`config.mk`:
```
export PLATFORM = sky130hd
export DESIGN_NAME = rect_obstacle_v2
export DESIGN_NICKNAME = d
export VERILOG_FILES = /design/src/rtl/rect_obstacle_v2.sv
export SDC_FILE = /design/constraint.sdc
export NUM_CORES = 1
export LEC_CHECK = 0
export CAP_MARGIN = 5
export CORE_AREA = 2 2 93 95
export DETAILED_ROUTE_END_ITERATION = 16
export DIE_AREA = 0 0 95 97
export GPL_ROUTABILITY_DRIVEN = 0
export PLACE_DENSITY = 0.75
export SETUP_SLACK_MARGIN = 0.5
export SYNTH_ARGS = -nofsm -noshare
export SYNTH_HDL_FRONTEND = slang
export SYNTH_SLANG_ARGS = --single-unit
```
`constraint.sdc`:
```
create_clock -name btnClk -period 3.4 [get_ports btnClk]
set_input_delay 0.68 -clock btnClk [delete_from_list [all_inputs] [get_ports btnClk]]
set_output_delay 0.68 -clock btnClk [all_outputs]
set_load 0.005 [all_outputs]
```
`src/rtl/rect_obstacle_v2.sv`:
```
// Movable rectangle obstacle: button-driven or bouncing horizontal patrol, with
// registered player movement permits computed against the full rectangle extent.
module rect_obstacle_v2 #(
  parameter int SCREEN_W   = 640,
  parameter int SCREEN_H   = 480,
  parameter int RECT_W     = 128,
  parameter int RECT_H     = 12,
  parameter int PLAYER_SZ  = 12,
  parameter int STEP       = 1,
  parameter int H_START    = 0,
  parameter int V_START    = 0,
  parameter int PATROL_DIV = 4,
  parameter int CW         = 11
) (
  input  logic          btnClk,
  input  logic          rst,
  input  logic          mode,
  input  logic [3:0]    btns,
  input  logic          passable,
  input  logic [3:0]    player_color,
  input  logic [3:0]    rect_color,
  input  logic [CW-1:0] player_hPos,
  input  logic [CW-1:0] player_vPos,
  output logic [CW-1:0] rect_hPos,
  output logic [CW-1:0] rect_vPos,
  output logic [3:0]    rect_color_o,
  output logic          upEnable,
  output logic          downEnable,
  output logic          leftEnable,
  output logic          rightEnable
);

  localparam int CNT_W = (PATROL_DIV > 1) ? $clog2(PATROL_DIV) : 1;

  typedef logic [CW:0]      ext_t;
  typedef logic [CW-1:0]    pos_t;
  typedef logic [CNT_W-1:0] cnt_t;
  typedef enum logic [1:0] {MANUAL, PAT_R, PAT_L} state_t;

  localparam ext_t L_STEP = ext_t'(STEP);
  localparam ext_t L_HMAX = ext_t'(SCREEN_W - RECT_W);
  localparam ext_t L_VMAX = ext_t'(SCREEN_H - RECT_H);
  localparam ext_t L_RW   = ext_t'(RECT_W);
  localparam ext_t L_RH   = ext_t'(RECT_H);
  localparam ext_t L_PS   = ext_t'(PLAYER_SZ);
  localparam cnt_t L_CNT_LAST = cnt_t'(PATROL_DIV - 1);

  state_t r_state;
  cnt_t   r_cnt;
  pos_t   r_h, r_v;
  logic   r_up, r_down, r_left, r_right;

  ext_t w_h, w_v, w_ph, w_pv;
  pos_t w_v_up, w_v_dn, w_h_rt, w_h_lt, w_h_pr, w_h_pl;
  logic w_pr_edge, w_pl_edge;
  logic w_hov, w_vov, w_solid, w_trap;
  logic w_up_en, w_down_en, w_left_en, w_right_en;

  assign w_h  = {1'b0, r_h};
  assign w_v  = {1'b0, r_v};
  assign w_ph = {1'b0, player_hPos};
  assign w_pv = {1'b0, player_vPos};

  // Manual moves wrap to the opposite edge; patrol moves clamp and bounce.
  assign w_v_up    = (w_v >= L_STEP) ? pos_t'(w_v - L_STEP) : pos_t'(L_VMAX);
  assign w_v_dn    = (w_v + L_STEP <= L_VMAX) ? pos_t'(w_v + L_STEP) : '0;
  assign w_h_rt    = (w_h + L_STEP <= L_HMAX) ? pos_t'(w_h + L_STEP) : '0;
  assign w_h_lt    = (w_h >= L_STEP) ? pos_t'(w_h - L_STEP) : pos_t'(L_HMAX);
  assign w_pr_edge = !(w_h + L_STEP <= L_HMAX);
  assign w_pl_edge = !(w_h >= L_STEP);
  assign w_h_pr    = w_pr_edge ? pos_t'(L_HMAX) : pos_t'(w_h + L_STEP);
  assign w_h_pl    = w_pl_edge ? '0 : pos_t'(w_h - L_STEP);

  assign w_hov   = (w_ph < w_h + L_RW) && (w_ph + L_PS > w_h);
  assign w_vov   = (w_pv < w_v + L_RH) && (w_pv + L_PS > w_v);
  assign w_solid = !passable || (player_color != rect_color);
  assign w_trap  = w_solid && w_hov && w_vov;

  assign w_down_en  = !w_trap && !(w_solid && w_hov && (w_pv + L_PS == w_v));
  assign w_up_en    = !w_trap && !(w_solid && w_hov && (w_pv == w_v + L_RH));
  assign w_right_en = !w_trap && !(w_solid && w_vov && (w_ph + L_PS == w_h));
  assign w_left_en  = !w_trap && !(w_solid && w_vov && (w_ph == w_h + L_RW));

  always_ff @(posedge btnClk) begin
    if (!rst) begin
      r_state <= MANUAL;
      r_cnt   <= '0;
      r_h     <= pos_t'(H_START);
      r_v     <= pos_t'(V_START);
      r_up    <= 1'b1;
      r_down  <= 1'b1;
      r_left  <= 1'b1;
      r_right <= 1'b1;
    end else begin
      r_up    <= w_up_en;
      r_down  <= w_down_en;
      r_left  <= w_left_en;
      r_right <= w_right_en;
      case (r_state)
        MANUAL: begin
          if (mode) begin
            r_state <= PAT_R;
            r_cnt   <= '0;
          end else begin
            case (btns)
              4'b1000: r_v <= w_v_up;
              4'b0100: r_v <= w_v_dn;
              4'b0010: r_h <= w_h_rt;
              4'b0001: r_h <= w_h_lt;
              default: ;
            endcase
          end
        end
        PAT_R: begin
          if (!mode) begin
            r_state <= MANUAL;
          end else if (r_cnt == L_CNT_LAST) begin
            r_cnt <= '0;
            r_h   <= w_h_pr;
            if (w_pr_edge) r_state <= PAT_L;
          end else begin
            r_cnt <= r_cnt + 1'b1;
          end
        end
        PAT_L: begin
          if (!mode) begin
            r_state <= MANUAL;
          end else if (r_cnt == L_CNT_LAST) begin
            r_cnt <= '0;
            r_h   <= w_h_pl;
            if (w_pl_edge) r_state <= PAT_R;
          end else begin
            r_cnt <= r_cnt + 1'b1;
          end
        end
        default: r_state <= MANUAL;
      endcase
    end
  end

  assign rect_hPos    = r_h;
  assign rect_vPos    = r_v;
  assign rect_color_o = rect_color;
  assign upEnable     = r_up;
  assign downEnable   = r_down;
  assign leftEnable   = r_left;
  assign rightEnable  = r_right;

endmodule

```
==> results.txt <==
----------------------------------------------------
[GRT]
  Via count of the first global-routing pass ... approximately 4,200
  Met2 track demand over resource ... 0.441
  Total routing resource utilization after global routing ... 0.260
  Largest net degree at the start of global routing ... 17
  Global Route met1 Usage ... 0.325
  Total global routing overflow ... 0
  Antenna violations before repair ... 0
  Global-route wire length before repair ... 19,600 um
  Most Used Layer, Global Route ... met2
  GR Util met3 ... 0.0389

[Synth]
  Synth cell types ... 73
  Count of yosys warnings during synthesis ... 0
  Simple-gate portion of the synthesized area ... 0.243
  Share of synthesized registers carrying an async set or reset ... 0
  Area contributors post-synth ... sky130_fd_sc_hd__ha_1, sky130_fd_sc_hd__dfxtp_1, sky130_fd_sc_hd__xnor2_1
  Average cell area after synthesis ... 7.55 sq um
  Synth Net Count ... 631
  Share of the synthesized area in the top cell type ... 0.187
  Most area-hungry cell type in the Yosys netlist ... sky130_fd_sc_hd__ha_1
  Number of standard cells after synthesis ... 533
  Fraction of the mapped netlist area in adder cells ... 0.187
  #FFs+latches synth ... 30
  Synth Area in XOR/XNOR ... 0.0762
  Mux cell area share after synthesis ... 0.00778
  Combinational family with the most area after synthesis ... compound AO/OA/AOI/OAI gates
  Post-Syn Area ... 4020 sq um
  Sequential area share after synthesis ... 0.149
  Count of flip-flops with a built-in enable after synthesis ... 0
  Synthesized-area fraction occupied by ao, oa, aoi and oai cells ... 0.267
  Main flop type after synthesis ... sky130_fd_sc_hd__dfxtp_1

[Worst setup path]
  Type of element capturing the critical path ... flip-flop
  Crit path kind ... input port to flip-flop
  Critical Path Source Type ... input port
  Arrival time of data at the critical path endpoint ... slightly below 3000 ps
  Critical-path maximum fanout ... 4
  CP Data Required Time ... 3570 ps

[Timing]
  FMAX ... 363 MHz
  Layout Skew ... about 12 ps
  Number of failing setup endpoints in the final timing report ... 0
  Worst slew margin ... 0.677
  Final worst hold slack ... approximately 510 ps
  Endpoints failing hold ... 0
  Setup repair after global routing missed its margin ... true
  Final clock period utilization by the worst path ... 0.811
  Transition at the pin with the smallest max-transition slack ... 484 ps
  Final setup slack of the worst path ... 643 ps
  Final slew viol count ... 0
  Min cycle time layout ... 2760 ps
  Post-Route Setup TNS ... 0 ps

[Placement]
  Post-DP Area ... 4810 sq um
  Port Buf Inserts ... 67
  Post-Place Worst Slack ... -19.9 ps
  Count of placed standard cells including taps ... 694
  Placed wire-length estimate ... 9120 um

[Routing]
  Detailed Routing Iterations Pass 1 ... 5
  Detailed Route Iter0 Violations ... roughly 310
  Overall via count from detail_route ... approximately 4,400
  Residual DRC ... 0
  ANT nets after route ... 0
  Wire length reported by the detailed router ... 12,200 um
  Post-DR vias/cell ... 6.25
  Post-detailed-route wirelength per cell ... 17.3 um

[Flow run]
  Max cap viols ... 0

[Power]
  Total Power ... 1.99 mW
  Pwr/cell area ... 388 nW/um^2
  Leakage component of the power ... about 2.0 nW
  Peak supply drop ... 0.287 mV

[CTS]
  Worst skew pair latency ... approximately 290 ps
  CTS tree ... yes
  Number of buffers inserted during clock tree synthesis ... 5
  Clock sinks ... 30
  Maximum level of the CTS H-tree ... 2
  Max Buffers Root-to-Sink ... 2
  Clock edge transition at the registers on the reported setup and hold paths ... 60 ps
  Clock root buffer master ... sky130_fd_sc_hd__clkbuf_8

[Layout]
  Post-route cell area ... 5110 sq um
  Net count, final ... 700
  Post-route core utilization ... 0.629
  Fraction of layout instances using a drive strength above 1 ... 0.128
  Area growth from synthesis to layout ... 27.2%
  Final cell count without fillers ... 708
  Antenna cells ... 0

[Floorplanning]
  Die Outline Area ... 9220 sq um
  Die height ... 97 um
  Die width ... 95 um
  Number of top-level pins ... 68
  Number of standard-cell rows in the floorplan ... 33
  Floorplan core area ... 8130 sq um
  Starting Density ... 0.495

[Status]
  Status ... finished clean

[Hold path]
  Tightest Hold Check Type ... flip-flop to flip-flop

----------------------------------------------------
==> timing repair <==
action,in CTS,in global routing
gates cloned,0,0
buffers inserted,1,5
hold buffers,0,0
setup endpoints to repair,4,15
pin swaps,10,10
resized for setup,20,31
==> cells in the mapped netlist (5+ instances only) <==
master,count
sky130_fd_sc_hd__or3_1,5
sky130_fd_sc_hd__nand2_1,34
sky130_fd_sc_hd__o211ai_1,6
sky130_fd_sc_hd__clkbuf_1,13
sky130_fd_sc_hd__o22ai_1,6
sky130_fd_sc_hd__and3_1,10
sky130_fd_sc_hd__nand4_1,18
sky130_fd_sc_hd__nor4_1,5
sky130_fd_sc_hd__a31oi_1,9
sky130_fd_sc_hd__ha_1,60
sky130_fd_sc_hd__nor2_1,30
sky130_fd_sc_hd__o21ai_0,36
sky130_fd_sc_hd__a21o_1,13
sky130_fd_sc_hd__a21oi_1,35
sky130_fd_sc_hd__nand2b_1,7
sky130_fd_sc_hd__xor2_1,9
sky130_fd_sc_hd__inv_1,40
sky130_fd_sc_hd__dfxtp_1,30
sky130_fd_sc_hd__a211o_1,6
sky130_fd_sc_hd__buf_2,5
sky130_fd_sc_hd__buf_4,5
sky130_fd_sc_hd__nor3_1,14
sky130_fd_sc_hd__nand3_1,23
sky130_fd_sc_hd__o21a_1,5
sky130_fd_sc_hd__xnor2_1,26
==> cells by family after synthesis <==
family | after synthesis
muxes | 3
adders and majority gates | 60
buffers and inverters | 67
AOI/OAI and AO/OA | 160
and+or+nand+nor | 178
DFF | 30
xor gates and xnor gates | 35
==> metal layers <==
layer,wire (um),vias up,part of all wire
met2,5980,202,0.49
li1,-,2126,-
met5,0,-,0
met3,818,35,0.067
met4,318,0,0.026
met1,5130,2062,0.42
==> path summary, 6_finish.rpt <==
| path | from | endpoint | slack, ps | depth (start not counted) |
|---|---|---|---|---|
| worst min register to register | r_cnt[1]$_SDFFE_PN0P_ | r_cnt[1]$_SDFFE_PN0P_ | 510 | 2 |
| worst min-delay path | r_cnt[1]$_SDFFE_PN0P_ | r_cnt[1]$_SDFFE_PN0P_ | 510 | 2 |
| worst max-delay path | player_vPos[8] | downEnable$_SDFF_PN1_ | 640 | 12 |
| worst max register to register | rect_vPos[2]$_SDFFE_PN0P_ | downEnable$_SDFF_PN1_ | 650 | 12 |
==> cells in the final DEF (no fill, tap or decap), types with 21 or more instances in the layout <==
cell type                         Yosys  routed
sky130_fd_sc_hd__o21ai_0             36      34
sky130_fd_sc_hd__inv_1               40      36
sky130_fd_sc_hd__nand3_1             23      21
sky130_fd_sc_hd__nor2_1              30      25
sky130_fd_sc_hd__xnor2_1             26      26
sky130_fd_sc_hd__ha_1                60      57
sky130_fd_sc_hd__nand2_1             34      34
sky130_fd_sc_hd__dfxtp_1             30      24
sky130_fd_sc_hd__clkdlybuf4s50_1      0      57
sky130_fd_sc_hd__a21oi_1             35      34
==> layout make-up <==
class,count,area (sq um)
Inverter,42,158
Multi-Input combinational cell,436,3300
Sequential cell,30,608
Tap cell,105,131
Fill cell,723,3020
Clock inverter,1,5.00
Timing Repair Buffer,87,831
Clock buffer,7,86.3
==> state kept, by name (all words and copies together) (netlist names) <==
signal,cells
rect_vPos,11
rightEnable,1
r_cnt,2
upEnable,1
rect_hPos,11
downEnable,1
leftEnable,1
r_state,2
==> report_power, final <==
| group | switching (mW) | internal (mW) |
|---|---|---|
| clock | 0.147 | 0.163 |
| sequential | 0.0837 | 0.391 |
| combinational | 0.683 | 0.517 |
==> worst max-delay path, stage by stage <==
cell	delay, ps
sky130_fd_sc_hd__clkdlybuf4s50_1	630
sky130_fd_sc_hd__nand2_1	100
sky130_fd_sc_hd__nor2_2	130
sky130_fd_sc_hd__xor2_1	80
sky130_fd_sc_hd__ha_1	330
sky130_fd_sc_hd__o21ai_2	70
sky130_fd_sc_hd__nand2b_1	90
sky130_fd_sc_hd__a21oi_2	60
sky130_fd_sc_hd__a31oi_1	200
sky130_fd_sc_hd__o2bb2a_4	170
sky130_fd_sc_hd__nor2_1	40
sky130_fd_sc_hd__or3_1	330
Power figures use the tool's default switching activity.
